### src/rtl/ahb_master_arbiter_if.sv
// ahb_master_arbiter_if: request/grant bundle between AHB masters and the
// arbiter. `ARB_HMASTLOCK_EN adds the per-master i_hmastlock lines.
interface ahb_master_arbiter_if #(
  parameter int NUM_MASTERS = 4
);
  localparam int MW = $clog2(NUM_MASTERS);

  logic [NUM_MASTERS-1:0]   i_hbusreq;
  logic [2*NUM_MASTERS-1:0] i_htrans;
  logic                     i_hready;
`ifdef ARB_HMASTLOCK_EN
  logic [NUM_MASTERS-1:0]   i_hmastlock;
`endif
  logic [NUM_MASTERS-1:0]   o_hgrant;
  logic [MW-1:0]            o_hmaster;
  logic [MW-1:0]            o_hmaster_dp;
  logic                     o_quantum_exp;

`ifdef ARB_HMASTLOCK_EN
  modport master (
    output i_hbusreq, i_htrans, i_hready, i_hmastlock,
    input  o_hgrant, o_hmaster, o_hmaster_dp, o_quantum_exp
  );
  modport slave (
    input  i_hbusreq, i_htrans, i_hready, i_hmastlock,
    output o_hgrant, o_hmaster, o_hmaster_dp, o_quantum_exp
  );
`else
  modport master (
    output i_hbusreq, i_htrans, i_hready,
    input  o_hgrant, o_hmaster, o_hmaster_dp, o_quantum_exp
  );
  modport slave (
    input  i_hbusreq, i_htrans, i_hready,
    output o_hgrant, o_hmaster, o_hmaster_dp, o_quantum_exp
  );
`endif
endinterface

### src/rtl/ahb_master_arbiter.sv
// ahb_master_arbiter: round-robin AHB arbiter with beat quantum and parking.
// Ports: i_clk, i_rst (sync, high), bus (slave modport). Macro ARB_HMASTLOCK_EN.
module ahb_master_arbiter #(
  parameter int NUM_MASTERS    = 4,
  parameter int MAX_BEATS      = 16,
  parameter int DEFAULT_MASTER = 0
) (
  input logic                i_clk,
  input logic                i_rst,
  ahb_master_arbiter_if.slave bus
);
  localparam int MW = $clog2(NUM_MASTERS);
  localparam int CW = 8;
  localparam logic [MW-1:0] DEF  = MW'(DEFAULT_MASTER);
  localparam logic [CW-1:0] MAXB = CW'(MAX_BEATS);
  localparam logic [1:0] T_IDLE   = 2'b00;
  localparam logic [1:0] T_NONSEQ = 2'b10;

  typedef enum logic {PARK = 1'b0, OWN = 1'b1} state_t;

  state_t state, state_n;
  logic [NUM_MASTERS-1:0] hgrant, hgrant_n;
  logic [MW-1:0] hmaster, hmaster_n;
  logic [MW-1:0] hmaster_dp;
  logic [MW-1:0] rr_ptr, rr_n;
  logic [CW-1:0] beat_cnt, beat_n;
  logic          qexp, qexp_n;

  logic [1:0]    own_tr;
  logic          own_req, others, lock;
  logic          cond_a, cond_b, cond_c;
  logic          rearb, excl_own;
  logic          win_found;
  logic [MW-1:0] win, cand;

  assign own_tr  = bus.i_htrans[{hmaster, 1'b0} +: 2];
  assign own_req = bus.i_hbusreq[hmaster];
  // hgrant is the owner's one-hot, so masking with it leaves the rivals
  assign others  = |(bus.i_hbusreq & ~hgrant);

`ifdef ARB_HMASTLOCK_EN
  assign lock = (state == OWN) && bus.i_hmastlock[hmaster];
`else
  assign lock = 1'b0;
`endif

  assign cond_a = (state == PARK) && (|bus.i_hbusreq);
  assign cond_b = (state == OWN) && !own_req && !lock;
  // never hand over in the middle of a SEQ/BUSY burst
  assign cond_c = (state == OWN) && (beat_cnt == MAXB) && others &&
                  ((own_tr == T_IDLE) || (own_tr == T_NONSEQ)) && !lock;
  assign rearb    = bus.i_hready && (cond_a || cond_b || cond_c);
  // owner steps aside only for a pure quantum expiry
  assign excl_own = cond_c && !cond_b;

  always_comb begin
    win_found = 1'b0;
    win       = hmaster;
    cand      = '0;
    for (int i = 1; i <= NUM_MASTERS; i++) begin
      cand = MW'((int'(rr_ptr) + i) % NUM_MASTERS);
      if (!win_found && bus.i_hbusreq[cand] &&
          !(excl_own && (cand == hmaster))) begin
        win_found = 1'b1;
        win       = cand;
      end
    end
  end

  always_comb begin
    state_n = state;
    if (rearb) begin
      state_n = win_found ? OWN : PARK;
    end
  end

  always_comb begin
    hgrant_n  = hgrant;
    hmaster_n = hmaster;
    rr_n      = rr_ptr;
    qexp_n    = 1'b0;
    if (rearb) begin
      if (win_found) begin
        hmaster_n = win;
        hgrant_n  = NUM_MASTERS'(1) << win;
        rr_n      = win;
        qexp_n    = excl_own;
      end else begin
        hmaster_n = DEF;
        hgrant_n  = NUM_MASTERS'(1) << DEF;
      end
    end
    beat_n = beat_cnt;
    if (hmaster_n != hmaster) begin
      beat_n = '0;
    end else if (bus.i_hready && own_tr[1] && (beat_cnt < MAXB)) begin
      beat_n = beat_cnt + 8'd1;
    end
  end

  always_ff @(posedge i_clk) begin
    if (i_rst) begin
      state      <= PARK;
      hgrant     <= NUM_MASTERS'(1) << DEF;
      hmaster    <= DEF;
      hmaster_dp <= DEF;
      rr_ptr     <= DEF;
      beat_cnt   <= '0;
      qexp       <= 1'b0;
    end else begin
      state    <= state_n;
      hgrant   <= hgrant_n;
      hmaster  <= hmaster_n;
      rr_ptr   <= rr_n;
      beat_cnt <= beat_n;
      qexp     <= qexp_n;
      if (bus.i_hready) begin
        hmaster_dp <= hmaster;
      end
    end
  end

  assign bus.o_hgrant      = hgrant;
  assign bus.o_hmaster     = hmaster;
  assign bus.o_hmaster_dp  = hmaster_dp;
  assign bus.o_quantum_exp = qexp;
endmodule

### src/flat_wrapper.sv
// flat-port wrapper written by rule: the top's interface ports become plain ports
module ahb_master_arbiter_flat 
#(
  parameter int NUM_MASTERS    = 4,
  parameter int MAX_BEATS      = 16,
  parameter int DEFAULT_MASTER = 0
)
  (i_clk, i_rst, bus_i_hbusreq, bus_i_htrans, bus_i_hready, bus_o_hgrant, bus_o_hmaster, bus_o_hmaster_dp, bus_o_quantum_exp);
  ahb_master_arbiter_if #(.NUM_MASTERS(NUM_MASTERS)) bus_i ();
  input logic i_clk;
  input logic i_rst;
  input wire logic [$bits(bus_i.i_hbusreq)-1:0] bus_i_hbusreq;
  input wire logic [$bits(bus_i.i_htrans)-1:0] bus_i_htrans;
  input wire logic [$bits(bus_i.i_hready)-1:0] bus_i_hready;
  output wire logic [$bits(bus_i.o_hgrant)-1:0] bus_o_hgrant;
  output wire logic [$bits(bus_i.o_hmaster)-1:0] bus_o_hmaster;
  output wire logic [$bits(bus_i.o_hmaster_dp)-1:0] bus_o_hmaster_dp;
  output wire logic [$bits(bus_i.o_quantum_exp)-1:0] bus_o_quantum_exp;
  assign bus_i.i_hbusreq = bus_i_hbusreq;
  assign bus_i.i_htrans = bus_i_htrans;
  assign bus_i.i_hready = bus_i_hready;
  assign bus_o_hgrant = bus_i.o_hgrant;
  assign bus_o_hmaster = bus_i.o_hmaster;
  assign bus_o_hmaster_dp = bus_i.o_hmaster_dp;
  assign bus_o_quantum_exp = bus_i.o_quantum_exp;
  ahb_master_arbiter #(.NUM_MASTERS(NUM_MASTERS), .MAX_BEATS(MAX_BEATS), .DEFAULT_MASTER(DEFAULT_MASTER)) u_core (.i_clk(i_clk), .i_rst(i_rst), .bus(bus_i));
endmodule
### config.mk
export PLATFORM = sky130hd
export DESIGN_NAME = ahb_master_arbiter_flat
export DESIGN_NICKNAME = d
export VERILOG_FILES = /design/src/rtl/ahb_master_arbiter_if.sv /design/src/rtl/ahb_master_arbiter.sv /design/src/flat_wrapper.sv
export SDC_FILE = /design/constraint.sdc
export NUM_CORES = 1
export LEC_CHECK = 0
export BUFFER_PORTS_ARGS = -buffer_cell sky130_fd_sc_hd__buf_2
export CAP_MARGIN = 15
export CORE_ASPECT_RATIO = 0.75
export CORE_MARGIN = 3
export CORE_UTILIZATION = 56
export CTS_CLUSTER_SIZE = 12
export DETAILED_ROUTE_END_ITERATION = 10
export GPL_ROUTABILITY_DRIVEN = 0
export PLACE_DENSITY = 0.89
export SLEW_MARGIN = 5
export SYNTH_ARGS = -nofsm -noshare
export SYNTH_HDL_FRONTEND = slang
export SYNTH_SLANG_ARGS = --single-unit
### constraint.sdc
create_clock -name i_clk -period 3.6 [get_ports i_clk]
set_clock_uncertainty 0.05 [all_clocks]
set_input_delay 0.36 -clock i_clk [delete_from_list [all_inputs] [get_ports i_clk]]
set_output_delay 0.36 -clock i_clk [all_outputs]
set_load 0.02 [all_outputs]
==> run metrics <==
R2R Path End u_core.beat_cnt[3]$_SDFFE_PP0P_; critical path class reg2reg; Mapped Nets ~200; required time worst endpoint around 3.7 ns; Reg2Reg Depth 7; Worst Tran Pin Value between 0.7 and 0.8 ns; FP Rows 15; CTS root buf clkbuf_8; met3 wire length 500 um; die width between 60 and 70 um; post-cts sizing count 0; final worst-path cycle share 0.902; asr flop ratio synth 0; DP HPWL about 3000 um; Slew Limit Headroom 0.518; largest net degree at the start of global routing 20; max cap viols 0; Post-CTS Setup Inserts 0; CTS tree done; drt total wl just over 4000 um; ANT nets after route 0; Synth Cell Area 1550 um^2; crit path capture u_core.beat_cnt[3]$_SDFFE_PP0P_; port buffer count 23; R2R setup slack 0.35 ns; Worst-path clk slew 0.08 ns; synth-to-layout area growth 13.0%; setup TNS 0 ns; routed len/inst 17.3 um; Hold Fails Final Rpt 0; Yosys reg bits 20; Commonest cells post-synth dfxtp_1, nor2_1, a21oi_1; layout cells sized above 1 0.255; CP arrival about 3.3 ns; post-synth cell types 54; vias per cell around 6.4; register area share after synthesis 0.258; Core Footprint approximately 2500 um^2; Mapped Cells approximately 180; Final #Nets around 220; RSZ-0062 raised after global routing false; vias in the first global route between 1000 and 1500; CP endpoint kind flop; Post-CTS Hold Buffers 0; DRC 0; number of synthesized flops with an enable pin 0; CP Launch Type flop; Yosys top cell area share 0.258; area of the die between 3000 and 4000 um^2; met2 WL approximately 1800 um; outcome finished, final reports clean; first-pass GRT wire length around 6700 um; initial antenna violation count 0; Tot GR Track Use 0.253; top-count cell post-synth dfxtp_1; top cells by area, synth dfxtp_1, mux2i_1, nor2_1; worst r2r src u_core.bus.o_hmaster[1]$_SDFF_PP0_; Syn Area/Cell roughly 8.5 um^2; top cell type by total area after synthesis dfxtp_1; Most used DFF post-synth dfxtp_1; H-tree Lvls 1; Max VDD drop a little over 0.4 mV; initial core utilization 0.631; clk buf depth 2; highest routed layer met4; Final setup violation count 0; DR iter-0 viols about 140; hold_sp i_rst; ANT cells 0; Yosys warning count 0; # IOs 24; Final min period 3.25 ns; fmax between 0.3 and 0.4 GHz; Final Max Tran Viols 0; Pre-Repair DR Iteration Count 4; placed cells between 200 and 250; Pleak about 0.71 nW; fin cells approximately 230; PwrDens between 500 and 600 nW/um^2; GRT overflow 0; DRT met1 WL 1660 um; Critical Path Start u_core.bus.o_hmaster[1]$_SDFF_PP0_; worst hold path type in2reg; # fillers approximately 180; top fanout value on the critical path 11; CTS Buf Count 3; # clock sinks 20; Clock Latency Late Sink between 0.2 and 0.3 ns; total number of vias 1496; die height between 50 and 60 um
==> final cells by class <==
class                      instances  area, um^2  share of cell area
clock buffer                       3        41.3              0.0236
timing repair buffer              27         145              0.0829
sequential                        20         400               0.229
multi-input combinational        139        1050               0.602
tap                               34        42.5              0.0243
clock inverter                     1        30.0              0.0171
inverter                          10        37.5              0.0214
==> placed cells by master (no fill, tap or decap), types with 2 or more instances in the layout <==
master	n
nand3_1	6
nor2_1	19
inv_1	10
o21ai_0	4
buf_4	4
nand2b_1	2
nor3b_2	3
mux2_2	2
nor3_1	9
dfxtp_1	20
xor2_1	4
o21ai_1	2
nor3b_1	5
nand2_1	10
a21oi_1	13
mux4_2	3
buf_2	23
o211ai_1	2
a22oi_1	4
nor2b_1	2
clkbuf_8	3
ha_1	2
a32oi_1	2
mux2i_1	8
a31oi_1	2
xnor2_1	2
and3b_1	2
o21a_1	2
a21o_1	4
and2_1	2
==> power breakdown <==
group	internal, mW	leakage [nW]	total (mW)	switching, mW
logic	0.164	0.508	0.431	0.267
registers	0.243	0.163	0.267	0.0232
clock network	0.148	0.0357	0.224	0.0756
total	0.556	0.706	0.921	0.365
==> state kept, by name, indices dropped and copies added, names as in the netlist <==
register and cells:
u_core.bus.o_quantum_exp 1, u_core.bus.o_hmaster 2, u_core.beat_cnt 8, u_core.rr_ptr 2, u_core.bus.o_hmaster_dp 2, u_core.state 1
u_core.bus.o_hgrant 4
==> critical path: stages, from the launching register on <==
cell and delay [ns]:
dfxtp_1 0.60, mux4_2 0.42, a211oi_4 0.50, a31oi_1 0.31, o31ai_4 0.49, o21ba_4 0.25
nor3_4 0.38, nor3_1 0.10
==> through the flow <==
stage | setup WS (ns) | util | total power, mW | hold WS, ns | area [um^2]
2_1_floorplan | 0.566 | - | 0.597 | 0.409 | 1550
3_3_place_gp | 0.578 | 0.683 | 0.666 | 0.424 | 1680
3_5_place_dp | 0.408 | 0.683 | 0.690 | 0.431 | 1680
4_1_cts | 0.390 | 0.712 | 0.913 | 0.367 | 1750
5_1_grt | 0.126 | 0.712 | 0.972 | 0.377 | 1750
6_report | 0.353 | 0.712 | 0.921 | 0.375 | 1750
==> cell families after synthesis <==
group,Yosys count,share of synthesized area
flip-flops,20,0.258
AND/OR/NAND/NOR,70,0.265
XOR/XNOR,6,0.0339
multiplexers,13,0.110
AO/OA/AOI/OAI,48,0.256
buffers and inverters,23,0.0613
adder cells (fa/ha/maj),2,0.0161
==> worst min-delay path by stage <==
stage,to,slack [ns],cells past startpoint
floorplan,u_core.bus.o_hgrant[2]$_SDFFE_PP0P_,0.41,1
global placement,u_core.beat_cnt[7]$_SDFFE_PP0P_,0.42,1
detailed placement,u_core.beat_cnt[5]$_SDFFE_PP0P_,0.43,1
CTS,u_core.bus.o_hmaster_dp[1]$_SDFFE_PP0P_,0.37,2
global route,u_core.bus.o_hmaster_dp[1]$_SDFFE_PP0P_,0.38,2
finish,u_core.bus.o_hgrant[3]$_SDFFE_PP0P_,0.38,2
==> per-layer routing <==
layer | global-route usage | vias up
met2 | 0.421 | 109
li1 | - | 697
met4 | 0.0338 | 0
met1 | 0.347 | 682
met5 | 0 | -
met3 | 0.0518 | 8
Power figures use the tool's default switching activity.
